$ cat src/rtl/fetch_sequencer.sv
// rtl/fetch_sequencer.sv - instruction-fetch sequencer for the core front end
// One outstanding imem request at a time, with redirect, stale-response drain and fault reporting.
module fetch_sequencer #(
  parameter int XLEN    = 32,
  parameter int TIMEOUT = 16
) (
  input  logic            clk,
  input  logic            rst,
  input  logic            clk_en,
  input  logic            start,
  input  logic [XLEN-1:0] pc_addr,
  input  logic            pc_ovf,
  output logic            pc_enable,
  output logic            pc_load,
  output logic [XLEN-1:0] pc_loaded,
  output logic            imem_req,
  output logic [XLEN-1:0] imem_addr,
  input  logic            imem_ack,
  input  logic            imem_err,
  input  logic [31:0]     imem_rdata,
  input  logic            branch_req,
  input  logic [XLEN-1:0] branch_target,
  input  logic            trap_req,
  input  logic [XLEN-1:0] trap_vector,
  output logic            instr_valid,
  input  logic            instr_ready,
  output logic [31:0]     instr_data,
  output logic [XLEN-1:0] instr_pc,
  output logic            fault,
  output logic [1:0]      fault_cause
);

  localparam int TW = $clog2(TIMEOUT + 1);
  localparam logic [TW-1:0] TMO_LAST = TW'(TIMEOUT - 1);

  typedef enum logic [2:0] {
    S_IDLE, S_WAIT, S_HOLD, S_DRAIN, S_FAULT
  } state_e;

  state_e          state_q;
  logic [XLEN-1:0] req_pc_q;
  logic [XLEN-1:0] addr_q;
  logic [XLEN-1:0] instr_pc_q;
  logic [31:0]     instr_data_q;
  logic [TW-1:0]   tmo_q;
  logic [1:0]      cause_q;

  logic            live;
  logic            redir;
  logic            resp;
  logic            tmo_hit;
  logic            in_flight;
  logic [XLEN-1:0] redir_tgt;
  logic [XLEN-1:0] drain_pc_d;

  assign live       = clk_en && !rst;
  assign redir      = trap_req || branch_req;
  assign redir_tgt  = trap_req ? trap_vector : branch_target;
  assign resp       = imem_ack || imem_err;
  assign tmo_hit    = (tmo_q == TMO_LAST);
  assign in_flight  = (state_q == S_WAIT) || (state_q == S_DRAIN);
  assign drain_pc_d = redir ? redir_tgt : req_pc_q;

  // A redirect always suppresses pc_enable, so the two pulses are mutually exclusive.
  assign pc_load   = live && ((redir && (in_flight || state_q == S_HOLD)) ||
                              (trap_req && state_q == S_FAULT));
  assign pc_enable = live && (state_q == S_WAIT) && imem_ack && !redir;
  assign pc_loaded = pc_load ? redir_tgt : '0;

  assign imem_req    = in_flight;
  assign imem_addr   = in_flight ? addr_q : '0;
  assign instr_valid = (state_q == S_HOLD) && !pc_load;
  assign instr_data  = instr_data_q;
  assign instr_pc    = instr_pc_q;
  assign fault       = (state_q == S_FAULT);
  assign fault_cause = fault ? cause_q : 2'b00;

  always_ff @(posedge clk) begin
    if (rst) begin
      state_q      <= S_IDLE;
      req_pc_q     <= '0;
      addr_q       <= '0;
      instr_pc_q   <= '0;
      instr_data_q <= '0;
      tmo_q        <= '0;
      cause_q      <= 2'b00;
    end else if (clk_en) begin
      case (state_q)
        S_IDLE: begin
          if (start) begin
            state_q  <= S_WAIT;
            req_pc_q <= pc_addr;
            addr_q   <= pc_addr;
            tmo_q    <= '0;
          end
        end
        S_WAIT: begin
          if (redir) begin
            req_pc_q <= redir_tgt;
            tmo_q    <= '0;
            if (resp) begin
              state_q <= S_WAIT;
              addr_q  <= redir_tgt;
            end else begin
              state_q <= S_DRAIN;
            end
          end else if (imem_ack) begin
            instr_data_q <= imem_rdata;
            instr_pc_q   <= req_pc_q;
            state_q      <= S_HOLD;
          end else if (imem_err) begin
            cause_q <= 2'b10;
            state_q <= S_FAULT;
          end else if (tmo_hit) begin
            cause_q <= 2'b11;
            state_q <= S_FAULT;
          end else begin
            tmo_q <= tmo_q + TW'(1);
          end
        end
        S_HOLD: begin
          if (redir) begin
            req_pc_q <= redir_tgt;
            addr_q   <= redir_tgt;
            tmo_q    <= '0;
            state_q  <= S_WAIT;
          end else if (instr_ready) begin
            if (pc_ovf) begin
              cause_q <= 2'b01;
              state_q <= S_FAULT;
            end else begin
              req_pc_q <= pc_addr;
              addr_q   <= pc_addr;
              tmo_q    <= '0;
              state_q  <= S_WAIT;
            end
          end
        end
        S_DRAIN: begin
          // The response here belongs to the abandoned address; it only ends the drain.
          req_pc_q <= drain_pc_d;
          if (resp) begin
            addr_q  <= drain_pc_d;
            tmo_q   <= '0;
            state_q <= S_WAIT;
          end else if (tmo_hit) begin
            cause_q <= 2'b11;
            state_q <= S_FAULT;
          end else begin
            tmo_q <= tmo_q + TW'(1);
          end
        end
        S_FAULT: begin
          if (trap_req) begin
            req_pc_q <= trap_vector;
            addr_q   <= trap_vector;
            tmo_q    <= '0;
            cause_q  <= 2'b00;
            state_q  <= S_WAIT;
          end
        end
        default: state_q <= S_IDLE;
      endcase
    end
  end

endmodule

$ cat config.mk
export PLATFORM = sky130hd
export DESIGN_NAME = fetch_sequencer
export DESIGN_NICKNAME = d
export VERILOG_FILES = /design/src/rtl/fetch_sequencer.sv
export SDC_FILE = /design/constraint.sdc
export NUM_CORES = 1
export LEC_CHECK = 0
export ABC_AREA = 1
export CAP_MARGIN = 10
export CORE_ASPECT_RATIO = 0.75
export CORE_MARGIN = 1
export CORE_UTILIZATION = 46
export CTS_BUF_LIST = sky130_fd_sc_hd__clkbuf_8
export CTS_CLUSTER_SIZE = 16
export DETAILED_ROUTE_END_ITERATION = 16
export MAX_ROUTING_LAYER = met4
export PLACE_DENSITY_LB_ADDON = 0.15
export SLEW_MARGIN = 10
export SYNTH_ARGS = -nofsm -noshare
export SYNTH_HDL_FRONTEND = slang
export SYNTH_SLANG_ARGS = --single-unit
export TNS_END_PERCENT = 5
$ cat constraint.sdc
create_clock -name clk -period 2.3 [get_ports clk]
set_input_delay 0.46 -clock clk [delete_from_list [all_inputs] [get_ports clk]]
set_output_delay 0.46 -clock clk [all_outputs]
set_load 0.02 [all_outputs]
==> run_summary.xml, run 1 <==
<?xml version="1.0" encoding="UTF-8"?>
<metrics>
  <group name="worst_setup_path">
    <metric name="slowest_delay" unit="ps">450</metric>
    <metric name="worst_r2r_startpoint" unit="">state_q[0]</metric>
    <metric name="setup.worst_path.end_class" unit="">primary output</metric>
    <metric name="crit_path_max_fanout" unit="">5</metric>
    <metric name="cp_data_arrival_time" unit="ps">1920</metric>
    <metric name="startpoint" unit="">branch_req</metric>
    <metric name="cp_slowest_cell" unit="">clkdlybuf4s50_1</metric>
    <metric name="crit_path_cell_trace" unit="">clkdlybuf4s50_1 &gt; nor2_4 &gt; nand2_1 &gt; nor3_4 &gt; inv_1 &gt; nor2_2 &gt; clkdlybuf4s15_2</metric>
    <metric name="timing.setup.critical_path_class" unit="">input pin to primary output</metric>
    <metric name="critical_path.startpoint_type" unit="">input pin</metric>
    <metric name="worst-endpoint-required" unit="ps">1840</metric>
  </group>
  <group name="sta">
    <metric name="max_slew_violation_count" unit="">0</metric>
    <metric name="period_needed" unit="ps">2380</metric>
    <metric name="max_slew_margin" unit="">0.516</metric>
    <metric name="finalSetupTns" unit="ps">-1370</metric>
    <metric name="grt_setup_unrepaired" unit="">true</metric>
    <metric name="layout_worst_path_cycle_share" unit="">1.04</metric>
    <metric name="setup_viol_count_final" unit="">33</metric>
    <metric name="max_slew.worst_pin.slew" unit="ps">727</metric>
    <metric name="finClkSkew" unit="ps">11.8</metric>
    <metric name="hold_viol_final" unit="">0</metric>
    <metric name="fmaxAchievable" unit="MHz">419</metric>
    <metric name="setup_slack" unit="ps">-84.4</metric>
  </group>
  <group name="hold_path">
    <metric name="timing.hold.worst.start" unit="">cause_q[1]</metric>
    <metric name="worstHoldPathType" unit="">flop to flop</metric>
  </group>
  <group name="detailed_routing">
    <metric name="drt_drc_violations_left" unit="">0</metric>
    <metric name="vias_per_cell" unit="">5.07</metric>
    <metric name="route.vias.total" unit="">10400</metric>
    <metric name="finalWirelength" unit="mm">29.9</metric>
    <metric name="avgRoutedWirePerCell" unit="microns">14.6</metric>
    <metric name="antenna_left" unit="">0</metric>
    <metric name="drt_pre_antenna_iters" unit="">8</metric>
    <metric name="drt_iter0_drc" unit="">931</metric>
  </group>
  <group name="flow_run">
    <metric name="cap_violations" unit="">0</metric>
  </group>
  <group name="floorplan">
    <metric name="fp.dieW" unit="microns">157</metric>
    <metric name="die_span_in_y" unit="microns">118</metric>
    <metric name="ioPinCount" unit="">273</metric>
    <metric name="core_region_area" unit="sq um">17600</metric>
    <metric name="num_rows" unit="">42</metric>
    <metric name="starting_density_of_the_core" unit="">0.469</metric>
    <metric name="dieArea" unit="sq um">18500</metric>
  </group>
  <group name="finish">
    <metric name="seqCellArea" unit="sq um">2770</metric>
    <metric name="fin_cells" unit="">2050</metric>
    <metric name="layout_cell_share_with_drive_strength_beyond_1" unit="">0.138</metric>
    <metric name="area.growth.synth_to_final" unit="%">52.9</metric>
    <metric name="number_of_nets_in_the_layout" unit="">1933</metric>
    <metric name="nFillCells" unit="">1534</metric>
    <metric name="multi_input_gate_area_in_the_final_layout" unit="sq um">4740</metric>
  </group>
  <group name="logic_synthesis">
    <metric name="async_sr_flop_fraction" unit="">0</metric>
    <metric name="synth-edff-count" unit="">0</metric>
    <metric name="yosys_warnings" unit="">0</metric>
    <metric name="yosys_register_bits" unit="">138</metric>
    <metric name="synthesis.nets" unit="">1597</metric>
    <metric name="synth_top_flop_cell" unit="">dfxtp_1</metric>
    <metric name="synth_cells" unit="">1458</metric>
    <metric name="synth_seq_area_share" unit="">0.334</metric>
    <metric name="avgSynthCellArea" unit="sq um">5.67</metric>
    <metric name="synthesis.area" unit="sq um">8260</metric>
    <metric name="ys_types" unit="">29</metric>
  </group>
  <group name="clocking">
    <metric name="clock-sinks" unit="">138</metric>
    <metric name="cts-root-to-sink-buffers" unit="">2</metric>
    <metric name="cts_root_buffer" unit="">clkbuf_8</metric>
    <metric name="clock_tree_from_tritoncts" unit="">done</metric>
    <metric name="worstSkewPairLatency" unit="ps">450</metric>
    <metric name="clkTransAtPathRegs" unit="ps">80</metric>
    <metric name="numCtsBuffers" unit="">17</metric>
    <metric name="cts-htree-levels" unit="">4</metric>
    <metric name="ctsHoldBuffers" unit="">0</metric>
  </group>
  <group name="power_and_ir_drop">
    <metric name="power_per_cell_area" unit="nW/um^2">508</metric>
    <metric name="overall_power" unit="W">0.00642</metric>
    <metric name="ir_worst_vdd" unit="mV">0.345</metric>
    <metric name="p_leak" unit="nW">6.34</metric>
  </group>
  <group name="global_routing">
    <metric name="largest_net_degree_at_the_start_of_global_routing" unit="">97</metric>
    <metric name="grt_remaining_overflow" unit="">0</metric>
    <metric name="grt_usage" unit="">0.328</metric>
    <metric name="global_route.peak_usage_layer" unit="">met2</metric>
    <metric name="gr-usage-met2" unit="">0.510</metric>
    <metric name="antenna_found_initial" unit="">1</metric>
    <metric name="vias_in_the_first_global_route" unit="">9526</metric>
    <metric name="global_routing_met1_resource_utilization" unit="">0.429</metric>
    <metric name="grt_first_pass_wirelength" unit="mm">47.0</metric>
    <metric name="met3_usage" unit="">0.0663</metric>
  </group>
  <group name="place">
    <metric name="hpwl" unit="mm">20.2</metric>
    <metric name="gp_routability_congestion" unit="">0.973</metric>
    <metric name="io_buffer_count" unit="">272</metric>
    <metric name="post-place-cells" unit="">2014</metric>
  </group>
  <group name="outcome">
    <metric name="violated_checks" unit="">negative setup slack</metric>
    <metric name="status" unit="">finished, violations left</metric>
  </group>
</metrics>
## cells in the mapped netlist, types with 2 or more instances
cell type | instances | area (sq um)
dfxtp_1 | 138 | 2760
o21ai_1 | 29 | 145
o211ai_1 | 2 | 15.0
nand3_2 | 3 | 30.0
o21ai_0 | 104 | 521
inv_2 | 6 | 22.5
nor3_2 | 2 | 20.0
nand4_1 | 5 | 31.3
nor3_1 | 2 | 10.0
buf_2 | 29 | 145
nor2_4 | 2 | 22.5
a21oi_1 | 68 | 340
inv_1 | 145 | 544
buf_4 | 2 | 15.0
nand2_1 | 443 | 1660
clkbuf_1 | 45 | 169
o22ai_1 | 2 | 12.5
nor2_1 | 311 | 1170
nand3_1 | 104 | 521
buf_1 | 7 | 26.3
## placed cells by master, fill, tap and decap left out, types with 7 or more instances in the layout
cell	synthesis	final
a21oi_1	68	66
buf_12	0	13
buf_4	2	129
buf_6	0	19
clkbuf_8	0	17
clkdlybuf4s50_1	0	200
dfxtp_1	138	136
dlygate4sd2_1	0	35
inv_1	145	145
inv_2	6	7
nand2_1	443	443
nand3_1	104	104
nor2_1	311	279
nor2_2	1	22
nor2_4	2	13
o21ai_0	104	104
o21ai_1	29	29
## logic make-up (layout without fill, tap and decap cells)
group,Yosys count,in the layout,share of synthesized area
XOR/XNOR,1,1,0.00106
adder cells (fa/ha/maj),1,1,0.00151
other,0,1,0
AND/OR/NAND/NOR,877,877,0.425
AO/OA/AOI/OAI,206,206,0.126
buffers and inverters,235,584,0.112
flip-flops,138,138,0.334
## worst max-delay path: cells and delay by family
family / cells / cell delay, ps
buf+inv: 3 / 810
simple gates: 4 / 640
## flip-flops by register name, indices dropped and copies added (netlist names)
| signal | flops |
|---|---|
| addr_q | 32 |
| cause_q | 2 |
| instr_data | 32 |
| instr_pc | 32 |
| req_pc_q | 32 |
| state_q | 3 |
| tmo_q | 5 |
## metrics by stage
stage	worst slack [ps]	hold WS [ps]	area [sq um]	utilization
floorplan	16.5	427	8270	-
global placement	-607	440	12100	0.685
detailed placement	-772	443	12100	0.685
CTS	-195	456	12400	0.704
global route	-160	500	12600	0.718
finish	-84.4	452	12600	0.718
## final cells by class
| type | count | area share |
|---|---|---|
| clock inverters | 15 | 0.0158 |
| flip-flops and latches | 138 | 0.219 |
| well taps | 242 | 0.0240 |
| multi-input cells | 1085 | 0.375 |
| repair buffers | 400 | 0.302 |
| clock buffers | 17 | 0.0185 |
| inverters | 152 | 0.0457 |
| diodes | 1 | 0.000198 |
## per-layer routing
metal,share of wire,up-vias
met3,0.099,53
met1,0.43,4615
li1,-,5191
met4,0.017,0
met5,0,-
met2,0.46,540
## final timing paths
kind                 to  slack (ps)  depth (start not counted)
max           pc_enable         -80                          7
min          cause_q[1]         450                          2
max reg2reg  addr_q[22]         190                         11
min reg2reg  cause_q[1]         450                          2
## power by group
group	internal, W	total (W)	switching [W]
clock network	0.00118	0.00221	0.00102
logic	0.000735	0.00165	0.000917
registers	0.00251	0.00255	0.0000405
total	0.00443	0.00642	0.00198
## what timing repair did
action,in CTS,in global routing
pin swaps,3,2
setup endpoints to repair,78,52
gates resized for setup,215,62
gates cloned,0,1
setup buffers,2,0
Power figures use the tool's default switching activity.
==> run 2: changes to the inputs <==
Settings changed: CTS_CLUSTER_SIZE 16 to default.
==> results of run 2 <==
No change in the layout: final DEF, timing and power equal those of run 1.
